===== src/rtl/gshare_pkg.sv =====
// Shared definitions for the gshare training-update scheduler: default
// widths/depths and the queued update payload.
package gshare_pkg;

    localparam int GS_N       = 7;
    localparam int GS_DEPTH   = 4;
    localparam int GS_AGE_MAX = 3;

    // One resolved-branch training update as queued per requester.
    typedef struct packed {
        logic            taken;
        logic            mispred;
        logic [GS_N-1:0] pc;
        logic [GS_N-1:0] history;
    } train_req_t;

    // Identifies a requester port; also used as the round-robin "last granted".
    typedef enum logic {
        PORT0 = 1'b0,
        PORT1 = 1'b1
    } port_e;

endpackage


===== src/rtl/gshare_train_fifo.sv =====
// Per-requester update FIFO. Push on full is ignored, pop on empty is ignored,
// and flush discards the whole contents in one edge (flush wins over push/pop).
module gshare_train_fifo
    import gshare_pkg::*;
#(
    parameter int  DEPTH = GS_DEPTH,
    parameter type T     = train_req_t
) (
    input  logic clk,
    input  logic areset,
    input  logic flush,
    input  logic push,
    input  logic pop,
    input  T     din,
    output T     head,
    output logic full,
    output logic empty
);

    localparam int AW = $clog2(DEPTH);

    T              mem_q [DEPTH];
    logic [AW-1:0] wr_q, rd_q, wr_d, rd_d;
    logic [AW:0]   cnt_q, cnt_d;
    logic          push_ok, pop_ok;

    assign full    = (cnt_q == (AW+1)'(DEPTH));
    assign empty   = (cnt_q == '0);
    assign head    = mem_q[rd_q];
    assign push_ok = push && !full && !flush;
    assign pop_ok  = pop && !empty && !flush;

    // Next-state for pointers and occupancy; DEPTH is a power of two so pointers wrap naturally.
    always_comb begin
        wr_d  = push_ok ? wr_q + 1'b1 : wr_q;
        rd_d  = pop_ok  ? rd_q + 1'b1 : rd_q;
        cnt_d = cnt_q;
        if (push_ok && !pop_ok)      cnt_d = cnt_q + 1'b1;
        else if (pop_ok && !push_ok) cnt_d = cnt_q - 1'b1;
        if (flush) begin
            wr_d  = '0;
            rd_d  = '0;
            cnt_d = '0;
        end
    end

    // Control state: cleared asynchronously, emptied synchronously by flush.
    always_ff @(posedge clk or posedge areset) begin
        if (areset) begin
            wr_q  <= '0;
            rd_q  <= '0;
            cnt_q <= '0;
        end else begin
            wr_q  <= wr_d;
            rd_q  <= rd_d;
            cnt_q <= cnt_d;
        end
    end

    // Payload storage carries no reset; occupancy alone decides what is valid.
    always_ff @(posedge clk) begin
        if (push_ok) mem_q[wr_q] <= din;
    end

endmodule


===== src/rtl/gshare_train_sched.sv =====
// Arbitrates two pipes' resolved-branch updates onto a single predictor
// training port. Priority: starving (aged-out) queue, then mispredicts,
// then round-robin. The chosen head is registered onto train_*.
// The payload type is shared with the package, so N must equal GS_N.
module gshare_train_sched
    import gshare_pkg::*;
#(
    parameter int N       = GS_N,
    parameter int DEPTH   = GS_DEPTH,
    parameter int AGE_MAX = GS_AGE_MAX
) (
    input  logic         clk,
    input  logic         areset,
    input  logic         req0_valid,
    output logic         req0_ready,
    input  logic         req0_taken,
    input  logic         req0_mispred,
    input  logic [N-1:0] req0_pc,
    input  logic [N-1:0] req0_history,
    input  logic         req1_valid,
    output logic         req1_ready,
    input  logic         req1_taken,
    input  logic         req1_mispred,
    input  logic [N-1:0] req1_pc,
    input  logic [N-1:0] req1_history,
    input  logic         flush,
    output logic         train_valid,
    output logic         train_taken,
    output logic         train_mispredicted,
    output logic [N-1:0] train_pc,
    output logic [N-1:0] train_history,
    output logic [15:0]  mispred_count
);

    localparam int            AGW       = $clog2(AGE_MAX + 1);
    localparam logic [AGW-1:0] AGE_MAX_V = AGW'(AGE_MAX);

    train_req_t     in0, in1, head0, head1, gsel;
    logic           full0, full1, empty0, empty1;
    logic           boost0, boost1, both, sel1, gnt0, gnt1, gnt_any;
    logic [AGW-1:0] age0_q, age0_d, age1_q, age1_d;
    port_e          last_q, last_d;
    logic           valid_q, valid_d;
    train_req_t     data_q, data_d;
    logic [15:0]    cnt_q, cnt_d;

    assign in0 = '{taken: req0_taken, mispred: req0_mispred, pc: req0_pc, history: req0_history};
    assign in1 = '{taken: req1_taken, mispred: req1_mispred, pc: req1_pc, history: req1_history};

    gshare_train_fifo #(.DEPTH(DEPTH), .T(train_req_t)) u_fifo0 (
        .clk(clk), .areset(areset), .flush(flush),
        .push(req0_valid), .pop(gnt0), .din(in0),
        .head(head0), .full(full0), .empty(empty0)
    );

    gshare_train_fifo #(.DEPTH(DEPTH), .T(train_req_t)) u_fifo1 (
        .clk(clk), .areset(areset), .flush(flush),
        .push(req1_valid), .pop(gnt1), .din(in1),
        .head(head1), .full(full1), .empty(empty1)
    );

    assign req0_ready = !full0;
    assign req1_ready = !full1;

    assign boost0 = !empty0 && (age0_q == AGE_MAX_V);
    assign boost1 = !empty1 && (age1_q == AGE_MAX_V);
    assign both   = !empty0 && !empty1;

    // Contest between two non-empty heads: age boost, then mispredict, then round-robin.
    always_comb begin
        sel1 = 1'b0;
        if (boost0 != boost1)
            sel1 = boost1;
        else if (!boost0 && (head0.mispred != head1.mispred))
            sel1 = head1.mispred;
        else
            sel1 = (last_q == PORT0);
    end

    // A lone non-empty queue wins outright; nothing issues on a flush edge.
    assign gnt0    = !flush && !empty0 && (!both || !sel1);
    assign gnt1    = !flush && !empty1 && (!both || sel1);
    assign gnt_any = gnt0 || gnt1;
    assign gsel    = gnt1 ? head1 : head0;

    // Next state for age counters, round-robin pointer, output registers and mispredict count.
    always_comb begin
        age0_d = age0_q;
        if (flush || empty0 || gnt0)  age0_d = '0;
        else if (age0_q != AGE_MAX_V) age0_d = age0_q + 1'b1;
        age1_d = age1_q;
        if (flush || empty1 || gnt1)  age1_d = '0;
        else if (age1_q != AGE_MAX_V) age1_d = age1_q + 1'b1;
        last_d  = gnt_any ? (gnt1 ? PORT1 : PORT0) : last_q;
        valid_d = gnt_any;
        data_d  = gnt_any ? gsel : data_q;
        cnt_d   = cnt_q;
        if (gnt_any && gsel.mispred && (cnt_q != 16'hFFFF)) cnt_d = cnt_q + 16'd1;
    end

    // Scheduler state; reset leaves port 0 as the winner of the first tie.
    always_ff @(posedge clk or posedge areset) begin
        if (areset) begin
            age0_q  <= '0;
            age1_q  <= '0;
            last_q  <= PORT1;
            valid_q <= 1'b0;
            data_q  <= '0;
            cnt_q   <= '0;
        end else begin
            age0_q  <= age0_d;
            age1_q  <= age1_d;
            last_q  <= last_d;
            valid_q <= valid_d;
            data_q  <= data_d;
            cnt_q   <= cnt_d;
        end
    end

    assign train_valid        = valid_q;
    assign train_taken        = data_q.taken;
    assign train_mispredicted = data_q.mispred;
    assign train_pc           = data_q.pc;
    assign train_history      = data_q.history;
    assign mispred_count      = cnt_q;

endmodule


===== config.mk =====
export PLATFORM = sky130hd
export DESIGN_NAME = gshare_train_sched
export DESIGN_NICKNAME = d
export VERILOG_FILES = /design/src/rtl/gshare_pkg.sv /design/src/rtl/gshare_train_fifo.sv /design/src/rtl/gshare_train_sched.sv
export SDC_FILE = /design/constraint.sdc
export NUM_CORES = 1
export LEC_CHECK = 0
export ABC_AREA = 1
export CAP_MARGIN = 5
export CORE_MARGIN = 4
export CORE_UTILIZATION = 40
export CTS_BUF_LIST = sky130_fd_sc_hd__clkbuf_4 sky130_fd_sc_hd__clkbuf_8
export CTS_CLUSTER_SIZE = 10
export DETAILED_ROUTE_END_ITERATION = 6
export SETUP_SLACK_MARGIN = 0.1
export SLEW_MARGIN = 0
export SYNTH_ARGS = -nofsm -noshare
export SYNTH_HDL_FRONTEND = slang
export SYNTH_SLANG_ARGS = --single-unit

===== constraint.sdc =====
create_clock -name clk -period 3.2 [get_ports clk]
set_clock_uncertainty 0.1 [all_clocks]
set_input_delay 0.32 -clock clk [delete_from_list [all_inputs] [get_ports clk]]
set_output_delay 0.32 -clock clk [all_outputs]
set_load 0.1 [all_outputs]

Word-level counts from Yosys, hierarchy flattened
Memory sizes are Yosys's and may differ from the RTL's.
Index checks and enable logic that the tools add are counted.
{ "totals": {"ram_bits": 128, "n_memories": 2, "input_bits": 37, "register_bits": 52, "latchBits": 0, "romBits": 0} }
{ "mem_list": {"columns": ["name", "words", "word_bits", "rd", "rd_clocked_by_memory_dff", "write_ports", "line_no", "rtl"], "rows": [
  ["u_fifo0.mem_q", 4, 16, 1, 0, 1, "gshare_train_fifo.sv:22", "T mem_q [DEPTH];"],
  ["u_fifo1.mem_q", 4, 16, 1, 0, 1, "gshare_train_fifo.sv:22", null]
]} }
{ "classes": {"bitwise": 1, "mux": 26, "order_cmp": 0, "add_sub_neg": 11, "mul": 0, "n_reduce_logical": 51, "n_shift": 0, "div": 0, "n_eq_ne": 9} }
{ "op_table": {"columns": ["cell", "n"], "rows": [
  ["$mux W2", 12],
  ["$logic_and A1 B1 Y1", 22],
  ["$mux W3", 6],
  ["$add A16 B1 Y16 const B", 1],
  ["$mux W16", 1],
  ["$ne A16 B16 Y1 const B", 1],
  ["$add A2 B1 Y2 const B", 6],
  ["$logic_not A1 Y1", 12],
  ["$reduce_bool A2 Y1", 6],
  ["$logic_or A1 B1 Y1", 7],
  ["$mux W1", 7],
  ["$add A3 B1 Y3 const B", 2],
  ["$eq A3 B3 Y1 const B", 2],
  ["$logic_not A3 Y1", 2],
  ["$reduce_bool A3 Y1", 2],
  ["$sub A3 B1 Y3 const B", 2],
  ["$eq A2 B2 Y1 const B", 2],
  ["$ne A2 B2 Y1 const B", 2],
  ["$ne A1 B1 Y1", 2],
  ["$not A1 Y1", 1]
]} }

Logic depth before layout (Yosys ltp)
{ "depth": {"depth_word": 16, "mapped_depth": 21, "mapped_depth_nobuf": 20} }

By module
A second synthesis with hierarchy kept.
{ "hier_totals": {"hier_cells": 713, "hier_area_um2": 7927.6} }
{ "modules_own_cells": {"columns": ["module", "n_inst", "area_each_um2", "cells_per_inst", "seq_area_each_um2"], "rows": [
  ["gshare_train_fifo", 2, 2864.0, 221, 2097.0],
  ["gshare_train_sched", 1, 2199.6, 271, 952.2]
]} }

Least setup slack after synthesis
Ideal clock, no wire load.
{ "synth_path": {"path_type": "register to register", "start": "register u_fifo1.cnt_q[1]", "end": "memory u_fifo1.mem_q[0][0] (netlist bit), enable pin", "path_stages_with_launch": 7, "t_required_ns": 2.711, "arrival_ns": 2.415, "setup_time_ns": 0.389, "synth_period_minus_slack_ns": 2.904, "slack_ns": 0.296, "n_path_buf": 0, "path_cell_list": "dfrtp_1 inv_1 nand3_1 nand2_1 nor2_1 inv_1 nor2_1"} }
{ "synth_via": {"elab_chain_cells": 6} }
{ "synth_rtl": {"columns": ["item", "line_no", "rtl"], "rows": [
  ["start, declared", "gshare_train_fifo.sv:24", "logic [AW:0] cnt_q, cnt_d;"],
  ["start signal, assigned", "gshare_train_fifo.sv:56", "cnt_q <= cnt_d;"],
  ["$eq A3 B3 Y1", "gshare_train_fifo.sv:27", "assign full = (cnt_q == (AW+1)'(DEPTH));"],
  ["$logic_not A1 Y1", null, null],
  ["via req1_ready", "gshare_train_sched.sv:21", "output logic req1_ready,"],
  ["$logic_and A1 B1 Y1 (2 in series)", "gshare_train_fifo.sv:30", "assign push_ok = push && !full && !flush;"],
  ["$mux W1", "gshare_train_fifo.sv:62", "if (push_ok) mem_q[wr_q] <= din;"],
  ["$mux W1 (implied by the code)", "gshare_train_fifo.sv:62", null],
  ["end, declared", "gshare_train_fifo.sv:22", null]
]} }
The timed path passes the listed nets, and every way through them passes these cells.

Worst setup path after layout
{ "layout_path": {"start": "register age0_q[0]", "end": "register u_fifo0.cnt_q[2]"} }
{ "layout_via": {"elab_chain_cells": 15, "elab_cells_between_ends": 18, "classes_between": "2 x eq/ne; 4 x mux; 12 x reduce/logical"} }
{ "layout_rtl": {"columns": ["item", "line_no", "rtl"], "rows": [
  ["start, declared", "gshare_train_sched.sv:41", "logic [AGW-1:0] age0_q, age0_d, age1_q, age1_d;"],
  ["start signal, assigned", "gshare_train_sched.sv:111", "age0_q <= age0_d;"],
  ["$eq A2 B2 Y1 *", "gshare_train_sched.sv:65", "assign boost0 = !empty0 && (age0_q == AGE_MAX_V);"],
  ["$logic_and A1 B1 Y1 *", "gshare_train_sched.sv:65", null],
  ["$logic_not A1 Y1", "gshare_train_sched.sv:74", "else if (!boost0 && (head0.mispred != head1.mispred))"],
  ["$logic_and A1 B1 Y1", "gshare_train_sched.sv:74", null],
  ["$mux W1", "gshare_train_sched.sv:74", null],
  ["$mux W1 *", "gshare_train_sched.sv:72", "if (boost0 != boost1)"],
  ["$logic_not A1 Y1 *", "gshare_train_sched.sv:81", "assign gnt0 = !flush && !empty0 && (!both || !sel1);"],
  ["$logic_or A1 B1 Y1 *", "gshare_train_sched.sv:81", null],
  ["$logic_and A1 B1 Y1 *", "gshare_train_sched.sv:81", null],
  ["$logic_and A1 B1 Y1 * (2 in series)", "gshare_train_fifo.sv:31", "assign pop_ok = pop && !empty && !flush;"],
  ["$logic_not A1 Y1", "gshare_train_fifo.sv:38", "if (push_ok && !pop_ok) cnt_d = cnt_q + 1'b1;"],
  ["$logic_and A1 B1 Y1", "gshare_train_fifo.sv:38", null],
  ["$mux W3", "gshare_train_fifo.sv:38", null],
  ["$mux W3", "gshare_train_fifo.sv:40", "if (flush) begin"],
  ["end signal, assigned", "gshare_train_fifo.sv:56", null],
  ["end, declared", "gshare_train_fifo.sv:24", null]
]} }
Every way passes the cells marked *; elsewhere a longest branch is shown, timed or not.
A chain may end at the register's enable or synchronous reset.

==> results.txt <==
----------------------------------------------------
[Worst setup path]
  Critical-path cell list ... ha_1, a21boi_0, a21oi_1, nand2_1, nand2_1, nand2_1, nand2_1, nand2_1, inv_1, fa_1, xnor2_1, inv_1, nand2_1, nand2_1, nand2_1, nand2_1
  Category of the most critical setup path ... flip-flop to flip-flop
  Crit path launch type ... flip-flop
  Most used cell, CP ... sky130_fd_sc_hd__nand2_1
  CP max stage delay ... roughly 0.4 ns
  Data arrival time of the worst path ... slightly below 3 ns
  Peak fanout along the critical path ... 6
  Required time of the worst setup path ... 3.45 ns
  Sort of element at the end of the critical path ... flip-flop
  Slowest library cell on the worst path ... sky130_fd_sc_hd__fa_1
  Flop-to-flop setup slack ... 0.46 ns

[STA]
  Setup TNS Final ... 0 ns
  Hold violation count in the final report ... 0
  Setup violators final ... 0
  Upper clock frequency limit ... 365 MHz
  RSZ-0062 raised after global routing ... false
  Remaining max-slew budget at the tightest pin ... between 30% and 40%
  Fin Hold WS ... ~0.38 ns
  Final critical delay including setup and external delays ... ~2.7 ns
  Slew at the pin closest to its max-slew limit ... approximately 1 ns
  Final count of pins violating max slew ... 0
  Post-route fraction of the period consumed by the critical path ... 85.5%
  Final setup slack of the worst path ... around 0.46 ns

[Finish]
  Fraction of final layout cells sized beyond drive strength 1 ... 12.0%
  Fin area ... between 9000 and 10000 µm²
  Utilization after layout ... between 40 and 50%
  Fill cell count ... about 1700
  Signed area change from the synthesized netlist to the final layout ... 17.8%
  Total number of nets in the final design ... 839
  Non-filler cells, final ... 1062
  Diode count ... 0

[Synthesis]
  Synth area leaders ... sky130_fd_sc_hd__edfxtp_1, sky130_fd_sc_hd__dfrtp_1, sky130_fd_sc_hd__nand2_1
  Synth warnings ... 0
  Area of the mapped netlist ... 7820 µm²
  Commonest cells in the synthesized netlist ... sky130_fd_sc_hd__nand2_1, sky130_fd_sc_hd__edfxtp_1, sky130_fd_sc_hd__nor2_1, sky130_fd_sc_hd__o21ai_0, sky130_fd_sc_hd__dfrtp_1
  Number of synthesized flops with an enable pin ... 128
  Count of state elements after synthesis ... 180
  Library cells used by synthesis ... 37
  Sequential cell area fraction in the yosys report ... between 60% and 70%
  Number of cells produced by synthesis ... 709
  Top-count cell post-synth ... sky130_fd_sc_hd__nand2_1
  Syn Area/Cell ... ~11 µm²
  Fraction of registers with async set or reset after synthesis ... 28.9%
  Ys flop type ... sky130_fd_sc_hd__edfxtp_1
  Biggest area consumer among synthesized cells ... sky130_fd_sc_hd__edfxtp_1
  Net count of the mapped netlist ... between 700 and 800
  Area share of the leading cell type in the synthesized netlist ... slightly below 50%

[Clock tree]
  Number of buffers created by CTS ... 17
  Buffer depth of the longest clock path ... 2
  Clock-pin transition on the worst setup and hold timing paths ... ~0.090 ns
  CTS Root Cell ... sky130_fd_sc_hd__clkbuf_8
  Sinks on Clock Net ... 180
  Clock latency on the worst-skew pair ... ~0.46 ns
  CTS H-Tree Depth ... 4
  TritonCTS clock tree ... built
  Post-CTS setup buffer count ... 0

[GRT]
  Antenna violations before repair ... 0
  First-pass GRT wire length ... 28400 µm
  Global route overflow ... 0
  All-layer global routing usage ... about 17%
  Number of global-route vias before repair ... between 5000 and 6000
  Largest net degree at the start of global routing ... 38

[Placed design]
  Cell area reported after detailed placement ... approximately 8800 µm²
  Port-buffer cells ... ~70
  Setup WS pre-CTS ... roughly 0.38 ns
  Placed Instances ... approximately 1000
  Gpl congestion ... roughly 0.82
  Post-detailed-placement half-perimeter wirelength ... between 10000 and 15000 µm

[Run]
  Max cap viols ... 0

[Detailed routing]
  Routed wire length ... 17500 µm
  Routed wirelength normalized by instance count ... 16.5 µm
  Antenna Violating Nets Remaining ... 0
  DRC violation count after routing ... 0
  Average vias per placed instance ... between 5 and 6
  Number of iterations in the first detailed-routing pass ... 5
  Vias after detailed routing ... approximately 5400
  Detailed Route Iter0 Violations ... around 380

[Die]
  Number of rows created at floorplan ... 50
  Die outline height ... around 150 µm
  Overall die width ... roughly 150 µm
  Core area ... 19000 µm²
  Total Die Area ... ~22000 µm²
  Initial core utilization ... around two fifths
  I/O pin cnt ... 72

[Pwr]
  P per Cell Area ... 891 nW/µm²
  Highest ir drop seen on vdd ... about 400 µV
  Cell leakage power ... 3.68 nW
  Total power consumption of the routed design ... 8.20 mW

[Hold path]
  Worst min-delay path class ... flip-flop to flip-flop

[Run status]
  Run status ... completed

----------------------------------------------------
[layout by cell type (no fill, tap or decap), drive strengths merged, types with 2 or more instances in the layout]
cell           instances
nor3                   4
dfrtp                 51
o22a                  15
nand3                 31
nor2                  82
nand2                141
fa                     2
inv                   57
edfxtp               128
xnor2                  6
clkinv                 2
o21ai                 86
a21oi                 15
buf                   44
ha                    11
clkbuf                17
o22ai                 15
nand4                 21
clkdlybuf4s50         48
xor2                  12
nor4                   3
mux2i                  2
bufinv                 2
[what timing repair did]
action	4_1_cts	5_1_grt
hold buffers	1	0
gates resized for setup	0	2
endpoints found under the setup margin	0	1
endpoints found under the hold margin	8	0
[final cells by class]
cell class	count	area, µm²	share of cell area (%)
clock buffers	17	234	2.54
clock inverters	15	166	1.81
well taps	260	325	3.53
flip-flops and latches	180	5150	55.9
repair buffers	93	821	8.91
multi-input cells	450	2330	25.3
inverters	47	181	1.97
[critical path, delay by kind of cell (launching register included)]
family / cells / cell delay (ns)
adder cells (fa/ha/maj): 2 / 0.65
flip-flops: 1 / 0.37
AND/OR/NAND/NOR: 9 / 0.83
buffers and inverters: 2 / 0.16
XOR/XNOR: 1 / 0.20
AO/OA/AOI/OAI: 2 / 0.32
[state kept, by name (all words and copies together), names as in the netlist]
| name | flops |
|---|---|
| u_fifo0.mem_q | 64 |
| u_fifo0.rd_q | 2 |
| train_valid | 1 |
| u_fifo1.cnt_q | 3 |
| train_history | 7 |
| last_q | 1 |
| u_fifo1.wr_q | 2 |
| age0_q | 2 |
| u_fifo0.cnt_q | 3 |
| u_fifo1.mem_q | 64 |
| train_pc | 7 |
| train_mispredicted | 1 |
| train_taken | 1 |
| mispred_count | 16 |
| u_fifo1.rd_q | 2 |
| age1_q | 2 |
| u_fifo0.wr_q | 2 |
[logic make-up (layout without fill, tap and decap cells)]
group	Yosys count	count (layout)	synth area share (%)
AO/OA/AOI/OAI	133	133	9.58
XOR/XNOR	18	18	2.02
adder cells (fa/ha/maj)	13	13	2.27
buffers and inverters	79	172	4.38
flip-flops	180	180	65.8
multiplexers	2	2	0.256
AND/OR/NAND/NOR	284	284	15.7
[worst paths after layout]
check                           startpoint          endpoint  cells after the start
worst min register to register      last_q            last_q                      2
min in group asynchronous           areset       train_pc[1]                      3
max in group asynchronous           areset            last_q                      4
worst max-delay path             age0_q[0]  u_fifo0.cnt_q[2]                     16
worst max register to register   age0_q[0]  u_fifo0.cnt_q[2]                     16
worst min-delay path                last_q            last_q                      2
[routing by layer]
layer / wire length (µm) / vias to the layer above / GRT usage, %
met1: 7800 / 2641 / 22.4
met4: 189 / 0 / 4.94
met3: 914 / 11 / 3.65
li1: - / 2626 / -
met5: 0 / - / 0
met2: 8640 / 145 / 27.3
[power breakdown]
| part | total (mW) | internal, mW | switching (mW) |
|---|---|---|---|
| Combinational | 3.60 | 0.939 | 2.66 |
| Sequential | 3.04 | 2.82 | 0.215 |
| Clock | 1.56 | 0.717 | 0.847 |
Note: power is estimated with default switching activity, not from simulation.
